## config.mk

```make
export PLATFORM = sky130hd
export DESIGN_NAME = alu_share_ctrl
export DESIGN_NICKNAME = d
export VERILOG_FILES = /design/src/rtl/alu_ops_pkg.sv /design/src/rtl/arb2_rr.sv /design/src/rtl/alu_share_ctrl.sv
export SDC_FILE = /design/constraint.sdc
export NUM_CORES = 1
export LEC_CHECK = 0
export CAP_MARGIN = 20
export CORE_AREA = 2 2 135 137
export CTS_CLUSTER_SIZE = 16
export DETAILED_ROUTE_END_ITERATION = 6
export DIE_AREA = 0 0 137 139
export PLACE_DENSITY = 0.76
export SYNTH_ARGS = -nofsm -noshare
export SYNTH_HDL_FRONTEND = slang
export SYNTH_SLANG_ARGS = --single-unit
```

## constraint.sdc

```tcl
create_clock -name clock -period 1.7 [get_ports clock]
set_clock_uncertainty 0.05 [all_clocks]
set_input_delay 0.51 -clock clock [delete_from_list [all_inputs] [get_ports clock]]
set_output_delay 0.51 -clock clock [all_outputs]
set_load 0.01 [all_outputs]
```

## src/rtl/alu_ops_pkg.sv

```systemverilog
// Shared opcode constants, FSM states and hold-count width for the ALU
// sharing controller.
package alu_ops_pkg;

  localparam logic [4:0] OP_NOP = 5'b00000;
  localparam logic [4:0] OP_AND = 5'b00001;
  localparam logic [4:0] OP_OR  = 5'b00010;
  localparam logic [4:0] OP_ADD = 5'b00011;
  localparam logic [4:0] OP_SUB = 5'b00100;
  localparam logic [4:0] OP_XOR = 5'b00101;
  localparam logic [4:0] OP_MUL = 5'b01111;
  localparam logic [4:0] OP_DIV = 5'b10000;

  localparam int CNT_W = 4;

  typedef enum logic [1:0] {
    ST_IDLE = 2'd0,
    ST_EXEC = 2'd1,
    ST_DONE = 2'd2
  } state_t;

  function automatic logic is_muldiv(input logic [4:0] op);
    return (op == OP_MUL) || (op == OP_DIV);
  endfunction

endpackage

```

## src/rtl/arb2_rr.sv

```systemverilog
// Two-input arbiter with one-hot winner; round-robin pointer only when
// ALU_SHARE_RR_EN is defined, fixed port-0 priority otherwise.
module arb2_rr (
  input  logic       clock,
  input  logic       reset,
  input  logic [1:0] req,
  input  logic       en,
  output logic [1:0] win
);

`ifdef ALU_SHARE_RR_EN
  // prio1 set means port 1 was not granted most recently
  logic prio1;

  always_ff @(posedge clock) begin
    if (reset) begin
      prio1 <= 1'b0;
    end else if (en) begin
      prio1 <= win[0];
    end
  end

  always_comb begin
    win = 2'b00;
    case (req)
      2'b01:   win = 2'b01;
      2'b10:   win = 2'b10;
      2'b11:   win = prio1 ? 2'b10 : 2'b01;
      default: win = 2'b00;
    endcase
  end
`else
  logic unused_arb;
  assign unused_arb = ^{clock, reset, en};

  always_comb begin
    win = 2'b00;
    if (req[0]) begin
      win = 2'b01;
    end else if (req[1]) begin
      win = 2'b10;
    end
  end
`endif

endmodule

```

## src/rtl/alu_share_ctrl.sv

```systemverilog
// Shares one combinational ALU between two requesters; optional
// round-robin arbitration under ALU_SHARE_RR_EN.
module alu_share_ctrl
  import alu_ops_pkg::*;
#(
  parameter int MULDIV_CYCLES = 4,
  parameter int SIMPLE_CYCLES = 1
) (
  input  logic        clock,
  input  logic        reset,
  input  logic        req0,
  input  logic        req1,
  input  logic [4:0]  op0,
  input  logic [4:0]  op1,
  input  logic [31:0] a0,
  input  logic [31:0] b0,
  input  logic [31:0] a1,
  input  logic [31:0] b1,
  output logic        gnt0,
  output logic        gnt1,
  output logic        done0,
  output logic        done1,
  output logic [63:0] result,
  output logic [4:0]  alu_opcode,
  output logic [31:0] alu_ra,
  output logic [31:0] alu_rb,
  input  logic [63:0] alu_rc
);

  localparam logic [CNT_W-1:0] MD_LOAD = CNT_W'(MULDIV_CYCLES - 1);
  localparam logic [CNT_W-1:0] SP_LOAD = CNT_W'(SIMPLE_CYCLES - 1);

  state_t            state, state_d;
  logic [CNT_W-1:0]  cnt, cnt_d;
  logic              owner, owner_d;
  logic [1:0]        gnt_d, done_d;
  logic [63:0]       result_d;
  logic [4:0]        op_d, op_sel;
  logic [31:0]       ra_d, rb_d, a_sel, b_sel;
  logic [1:0]        win;
  logic              arb_en;

  arb2_rr u_arb (
    .clock (clock),
    .reset (reset),
    .req   ({req1, req0}),
    .en    (arb_en),
    .win   (win)
  );

  always_comb begin
    state_d  = state;
    cnt_d    = cnt;
    owner_d  = owner;
    gnt_d    = 2'b00;
    done_d   = 2'b00;
    result_d = result;
    op_d     = alu_opcode;
    ra_d     = alu_ra;
    rb_d     = alu_rb;
    arb_en   = 1'b0;
    op_sel   = win[1] ? op1 : op0;
    a_sel    = win[1] ? a1 : a0;
    b_sel    = win[1] ? b1 : b0;
    unique case (state)
      ST_IDLE: begin
        if (req0 || req1) begin
          arb_en  = 1'b1;
          gnt_d   = win;
          owner_d = win[1];
          op_d    = op_sel;
          ra_d    = a_sel;
          rb_d    = b_sel;
          cnt_d   = is_muldiv(op_sel) ? MD_LOAD : SP_LOAD;
          state_d = ST_EXEC;
        end
      end
      ST_EXEC: begin
        if (cnt != '0) begin
          cnt_d = cnt - 1'b1;
        end else begin
          result_d = alu_rc;
          done_d   = owner ? 2'b10 : 2'b01;
          state_d  = ST_DONE;
        end
      end
      ST_DONE: state_d = ST_IDLE;
      default: state_d = ST_IDLE;
    endcase
  end

  always_ff @(posedge clock) begin
    if (reset) begin
      state      <= ST_IDLE;
      cnt        <= '0;
      owner      <= 1'b0;
      gnt0       <= 1'b0;
      gnt1       <= 1'b0;
      done0      <= 1'b0;
      done1      <= 1'b0;
      result     <= '0;
      alu_opcode <= '0;
      alu_ra     <= '0;
      alu_rb     <= '0;
    end else begin
      state      <= state_d;
      cnt        <= cnt_d;
      owner      <= owner_d;
      gnt0       <= gnt_d[0];
      gnt1       <= gnt_d[1];
      done0      <= done_d[0];
      done1      <= done_d[1];
      result     <= result_d;
      alu_opcode <= op_d;
      alu_ra     <= ra_d;
      alu_rb     <= rb_d;
    end
  end

endmodule

```

==> results of run 1 <==
-- sequential cells by signal, summed over array words and instances (netlist names) --
register	flops
gnt1	1
gnt0	1
alu_opcode	5
state	2
done0	1
done1	1
cnt	4
alu_ra	32
alu_rb	32
result	64
owner	1
-- cells by family after synthesis --
| family | count (synthesis) |
|---|---|
| flip-flops | 144 |
| multiplexers | 1 |
| AO/OA/AOI/OAI | 142 |
| buffers and inverters | 64 |
| adder cells (fa/ha/maj) | 1 |
| AND/OR/NAND/NOR | 371 |
-- critical path, stage by stage (launching register included) --
cell       delay [ns]
dfxtp_2          0.32
inv_2            0.07
ha_4             0.13
nor3b_4          0.27
and2_4           0.33
clkbuf_16        0.20
nand2_1          0.07
a21oi_1          0.16
-- metrics by stage --
stage                     utilization [%]  instance area [µm²]
after floorplan                         -                 5670
after global placement               54.4                 9600
after detailed placement             54.4                 9600
after CTS                            56.8                10000
after global routing                 58.1                10300
final                                58.1                10300
-- layer usage --
metal | vias up | wire (µm) | global-route usage, %
met1 | 2921 | 7800 | 22.2
li1 | 3162 | - | -
met3 | 23 | 1950 | 7.86
met4 | 0 | 261 | 4.77
met5 | - | 0 | 0
met2 | 262 | 10100 | 34.9
-- what timing repair did --
| action | CTS | global route |
|---|---|---|
| pin swaps | 1 | 5 |
| endpoints found under the setup margin | 193 | 114 |
| setup buffers | 0 | 4 |
| gates resized for setup | 140 | 29 |
| gates cloned | 0 | 6 |
-- cell type report --
cell class	count	area (µm²)
clock buffers	20	467
clock inverters	12	125
fillers	1632	7400
inverters	3	11.3
multi-input cells	516	2580
flip-flops and latches	144	2880
well taps	229	287
repair buffers	399	3900
-- cells in the final DEF, fill, tap and decap left out, drive strengths merged, types with 3 or more instances in the layout --
cell type,instances
o21ai,3
a311oi,69
nand2b,3
nand3,3
buf,55
clkinv,5
dfxtp,144
clkdlybuf4s50,202
nor2,75
inv,7
and2,3
a21oi,68
nor3,5
clkbuf,25
nand2,268
or3,4
dlygate4sd2,135
-- power groups by stage --
stage,clock network [mW],registers [mW],logic (mW)
5_1_grt,3.93,4.31,4.30
2_1_floorplan,0,4.56,1.47
3_3_place_gp,0,4.31,3.90
4_1_cts,3.78,4.24,3.61
6_report,3.69,4.24,3.94
3_5_place_dp,0,4.33,3.95
-- how the worst max path moves through the flow --
stage / endpoint / depth (start not counted)
floorplan: cnt[3]$_SDFFE_PP0P_ / 6
global placement: cnt[0]$_SDFFE_PP0P_ / 6
detailed placement: alu_ra[25]$_SDFFE_PP0P_ / 7
CTS: alu_rb[30]$_SDFFE_PP0P_ / 7
global route: result[51]$_SDFFE_PP0P_ / 7
finish: result[51]$_SDFFE_PP0P_ / 7
==> impl_metrics.json, run 1 <==
{
  "outcome": "finished, final reports clean",
  "crit_start": "cnt[1]$_SDFFE_PP0P_",
  "p_sw_share_pct": 31.4,
  "ys_seq_area_share_pct": 50.8,
  "port-buffer-count": 342,
  "antenna_found_initial": 0,
  "finalSetupViolCount": 0,
  "ys_ff_latch": 144,
  "cts_hold_repair.buffers": 0,
  "synth_top_family_by_area": "simple AND/OR/NAND/NOR gates",
  "hold_path_class": "reg2reg",
  "synth_top_flop_cell": "dfxtp_1",
  "p_leak_nw": 4.52,
  "path_class": "reg2reg",
  "synth.most_common_cell": "nand2_1",
  "netlist_area_um2": 5670,
  "grt_max_degree": 49,
  "fin_crit_ns": 1.69,
  "num_rows": 49,
  "whs_endpoint": "result[62]$_SDFFE_PP0P_",
  "diodes": 0,
  "finalPower_mw": 11.9,
  "cp.arrival_ns": 1.97,
  "worst_slew_pin_slew_ns": 0.304,
  "grt_pass1_wl_mm": 29.9,
  "place_hpwl_mm": 14.4,
  "r2r-start": "cnt[1]$_SDFFE_PP0P_",
  "hp-start": "result[62]$_SDFFE_PP0P_",
  "syn_nets": 930,
  "power.density_nw_per_um2": 1160,
  "insertion_delay_ns": 0.41,
  "synth-async-reset-ratio_pct": 0,
  "critPathMaxFanout": 11,
  "r2r_slack_ns": 0.008,
  "vdd_ir_drop_max_mv": 0.668,
  "drt-total-wl_mm": 20.1,
  "hold_viol_final": 0,
  "cp-start-kind": "flop",
  "synth-simple-area-share_pct": 26.3,
  "ys_types": 31,
  "slew_headroom_pct": 79.7,
  "hold_slack_ns": 0.397,
  "htree_levels": 4,
  "numCtsBuffers": 17,
  "maxSlewViolCount": 0,
  "wire_per_inst_um": 15.2,
  "drive_above_1_share_pct": 10.5,
  "place_congestion": 0.789,
  "intPower_mw": 8.14,
  "viasPerCell": 4.81,
  "clock-sinks": 144,
  "die_x_um": 137,
  "fmaxAchievable_ghz": 0.591,
  "die_area_um2": 19000,
  "drv_cap": 0,
  "vias": 6368,
  "core_area_um2": 17700,
  "nets": 1288,
  "synthCells": 723,
  "synthTopCellsByArea": "dfxtp_1 51%, nand2_1 18%, a311oi_1 11%, a21oi_1 6.0%, nor2_1 4.9%",
  "drt_pre_antenna_iters": 4,
  "synth_edf_count": 0,
  "initial_core_util_pct": 32.1,
  "fin_crit_sh_pct": 99.5,
  "r2r_cells": 7,
  "grt_overflow": 0,
  "cts.clk_slew.worst_paths_ns": 0.06,
  "synth_top_area_share_pct": 50.8,
  "synth_fa_ha_area_share_pct": 0.221,
  "setup_slack_ns": 0.00828,
  "synth.area.mux_share_pct": 0.177,
  "hold_path_depth": 2,
  "clockBufferDepth": 2,
  "yosysTopAreaCell": "dfxtp_1",
  "syn_to_final_growth_pct": 80.9,
  "p_clk_share_pct": 31.1,
  "cts_tree": "yes",
  "track_usage_pct": 19.8,
  "avgSynthCellArea_um2": 7.84,
  "post-place-ws_ns": -0.445,
  "cts_root_buf": "clkbuf_16",
  "synth_xor_area_share_pct": 0,
  "detail-route-antenna-nets": 0,
  "tns_ns": 0,
  "drc_errors": 0,
  "ys.warnings.count": 0,
  "crit_required_ns": 1.98,
  "num_io_pins": 343,
  "initialDrtViolationCount": 202,
  "grt_pass1_vias": 6015,
  "dp_cells": 1281,
  "p_sw_mw": 3.72,
  "synth_compound_area_share_pct": 17.2,
  "dieHeight_um": 139,
  "combPwrFrac_pct": 33.2,
  "final_cells": 1323,
  "synth_common_cells": "268 x nand2_1, 144 x dfxtp_1, 74 x nor2_1",
  "rsz0062_at_grt": "yes",
  "r2r_end": "result[51]$_SDFFE_PP0P_",
  "power_frac_seq_pct": 35.7,
  "end_kind": "flop"
}
(Power assumes the default switching activity.)
==> run 2, diff against run 1 <==
--- a/config.mk
+++ b/config.mk
@@ -10,6 +10,7 @@
 export CTS_CLUSTER_SIZE = 16
 export DETAILED_ROUTE_END_ITERATION = 6
 export DIE_AREA = 0 0 137 139
+export GPL_ROUTABILITY_DRIVEN = 1
 export PLACE_DENSITY = 0.76
 export SYNTH_ARGS = -nofsm -noshare
 export SYNTH_HDL_FRONTEND = slang
==> results of run 2 <==
No change in the layout: final DEF, timing and power equal those of run 1.
==> run 3, diff against run 2 <==
--- a/config.mk
+++ b/config.mk
@@ -11,6 +11,7 @@
 export DETAILED_ROUTE_END_ITERATION = 6
 export DIE_AREA = 0 0 137 139
 export GPL_ROUTABILITY_DRIVEN = 1
+export GPL_TIMING_DRIVEN = 0
 export PLACE_DENSITY = 0.76
 export SYNTH_ARGS = -nofsm -noshare
 export SYNTH_HDL_FRONTEND = slang
==> impl_metrics.json, run 3 (same netlist as run 1, synthesis figures left out) <==
{
  "vias": 6486,
  "fin_crit_ns": 1.65,
  "vdd_ir_drop_max_mv": 0.760,
  "grt_overflow": 0,
  "core_area_um2": 17700,
  "largest_reg_flops": 64,
  "gr-usage-met1_pct": 23.8,
  "antenna_found_initial": 0,
  "drt_pre_antenna_iters": 4,
  "syn_to_final_growth_pct": 82.3,
  "htree_levels": 4,
  "cts_tree": "yes",
  "diodes": 0,
  "clockBufferDepth": 2,
  "final_common_cell": "nand2_1",
  "fmaxAchievable_ghz": 0.606,
  "grt_pass1_wl_mm": 32.4,
  "num_io_pins": 343,
  "r2r-start": "cnt[1]$_SDFFE_PP0P_",
  "wire_per_inst_um": 16.8,
  "top_regs": "result x64, alu_ra x32, alu_rb x32",
  "tns_ns": 0,
  "r2r_end": "result[31]$_SDFFE_PP0P_",
  "whs_endpoint": "alu_opcode[4]$_SDFFE_PP0P_",
  "nets": 1298,
  "hp-start": "op1[4]",
  "initialDrtViolationCount": 182,
  "dieHeight_um": 139,
  "rsz0062_at_grt": "yes",
  "die_area_um2": 19000,
  "clock-sinks": 144,
  "port-buffer-count": 341,
  "cts_hold_repair.buffers": 0,
  "maxSlewViolCount": 0,
  "grtUsageMet3_pct": 8.15,
  "grt_max_degree": 17,
  "hold_path_depth": 3,
  "grt_pass1_vias": 6154,
  "final_cells": 1333,
  "hold_path_class": "in2reg",
  "place_hpwl_mm": 16.2,
  "hold_slack_ns": 0.370,
  "hold_viol_final": 0,
  "drc_errors": 0,
  "r2r_cells": 8,
  "crit_required_ns": 1.98,
  "path_class": "in2reg",
  "top_usage_layer": "met2",
  "p_leak_nw": 4.60,
  "outcome": "finished, final reports clean",
  "track_usage_pct": 22.0,
  "layout_common_cells": "261 x nand2_1, 197 x clkdlybuf4s50_1, 142 x dfxtp_1",
  "cts_root_buf": "clkbuf_16",
  "critPathMaxFanout": 3,
  "dp_cells": 1293,
  "detail-route-antenna-nets": 0,
  "viasPerCell": 4.87,
  "drv_cap": 0,
  "insertion_delay_ns": 0.41,
  "cp.arrival_ns": 1.94,
  "use_met2_pct": 40.1,
  "utilization_pct": 58.5,
  "nFillCells": 1646,
  "power.density_nw_per_um2": 1180,
  "r2r_slack_ns": 0.06,
  "fin_crit_sh_pct": 97.1,
  "drt-total-wl_mm": 22.3,
  "finalSetupViolCount": 0,
  "place_congestion": 0.809,
  "cts.clk_slew.worst_paths_ns": 0.06,
  "worst_slew_pin_slew_ns": 0.562,
  "regMostFlops": "result",
  "numCtsBuffers": 17,
  "die_x_um": 137,
  "cp-start-kind": "input port",
  "slew_headroom_pct": 62.6,
  "num_rows": 49,
  "finalPower_mw": 12.2,
  "initial_core_util_pct": 32.1,
  "drive_above_1_share_pct": 12.0,
  "end_kind": "flop"
}
[run 3: changes by cell type in the layout (fill, tap and decap cells not counted), sizes merged]
cell,change
clkinvlp,-2
clkdlybuf4s50,-5
and2,-1
dlymetal6s2s,+4
dlygate4sd2,+1
clkdlybuf4s15,+1
inv,+4
clkinv,-1
clkbuf,+29
bufinv,+2
buf,-22
[run 3: area by class of cell]
cell class              instances  area (µm²)  area share [%]
clock inverters                15         195            1.89
multi-input cells             515        2650            25.7
well taps                     229         287            2.77
inverters                       3        11.3           0.109
plain buffers                  61         475            4.60
flip-flops and latches        144        2890            27.9
clock buffers                  17         425            4.12
repair buffers                349        3400            32.9
[run 3: per-layer routing]
layer	routed length, µm	part of all wire, %	vias up
met5	0	0	-
met4	358	1.6	0
met3	2170	9.7	23
met2	11400	51	268
met1	8410	38	3004
li1	-	-	3191
[run 3: metrics by stage]
stage	worst slack, ns	cell area (µm²)
after floorplan	0.135	5670
after global placement	-0.749	9370
after detailed placement	-0.842	9370
after CTS	0.00128	9970
after global routing	-0.0169	10300
final	0.0493	10300
[run 3: repair_timing]
item                       in CTS  in global routing
pin swaps                       1                 10
setup buffers                   1                  1
gates cloned                    0                  6
gates resized for setup       193                 71
setup endpoints to repair     277                102
[run 3: worst max-delay path by stage]
stage / cells after the start / slack [ns] / start / endpoint
after CTS: 4 / 0.001 / reset / result[61]$_SDFFE_PP0P_
after global routing: 8 / -0.02 / cnt[1]$_SDFFE_PP0P_ / result[41]$_SDFFE_PP0P_
after global placement: 6 / -0.75 / req1 / alu_opcode[1]$_SDFFE_PP0P_
after floorplan: 6 / 0.13 / cnt[0]$_SDFFE_PP0P_ / cnt[3]$_SDFFE_PP0P_
after detailed placement: 6 / -0.84 / req1 / alu_opcode[2]$_SDFFE_PP0P_
final: 6 / 0.05 / op0[2] / cnt[0]$_SDFFE_PP0P_
[run 3: where the power goes]
group          total (mW)  switching [mW]  leakage [nW]  internal [mW]
clock                3.97            1.61         0.309           2.36
combinational        3.97            2.01          3.10           1.96
sequential           4.25           0.292          1.19           3.96
[run 3: critical path, cell delays in order]
cell	delay (ns)
clkdlybuf4s50_1	0.43
or4b_4	0.53
nor3_2	0.11
nor4bb_1	0.07
buf_4	0.14
o22ai_1	0.14
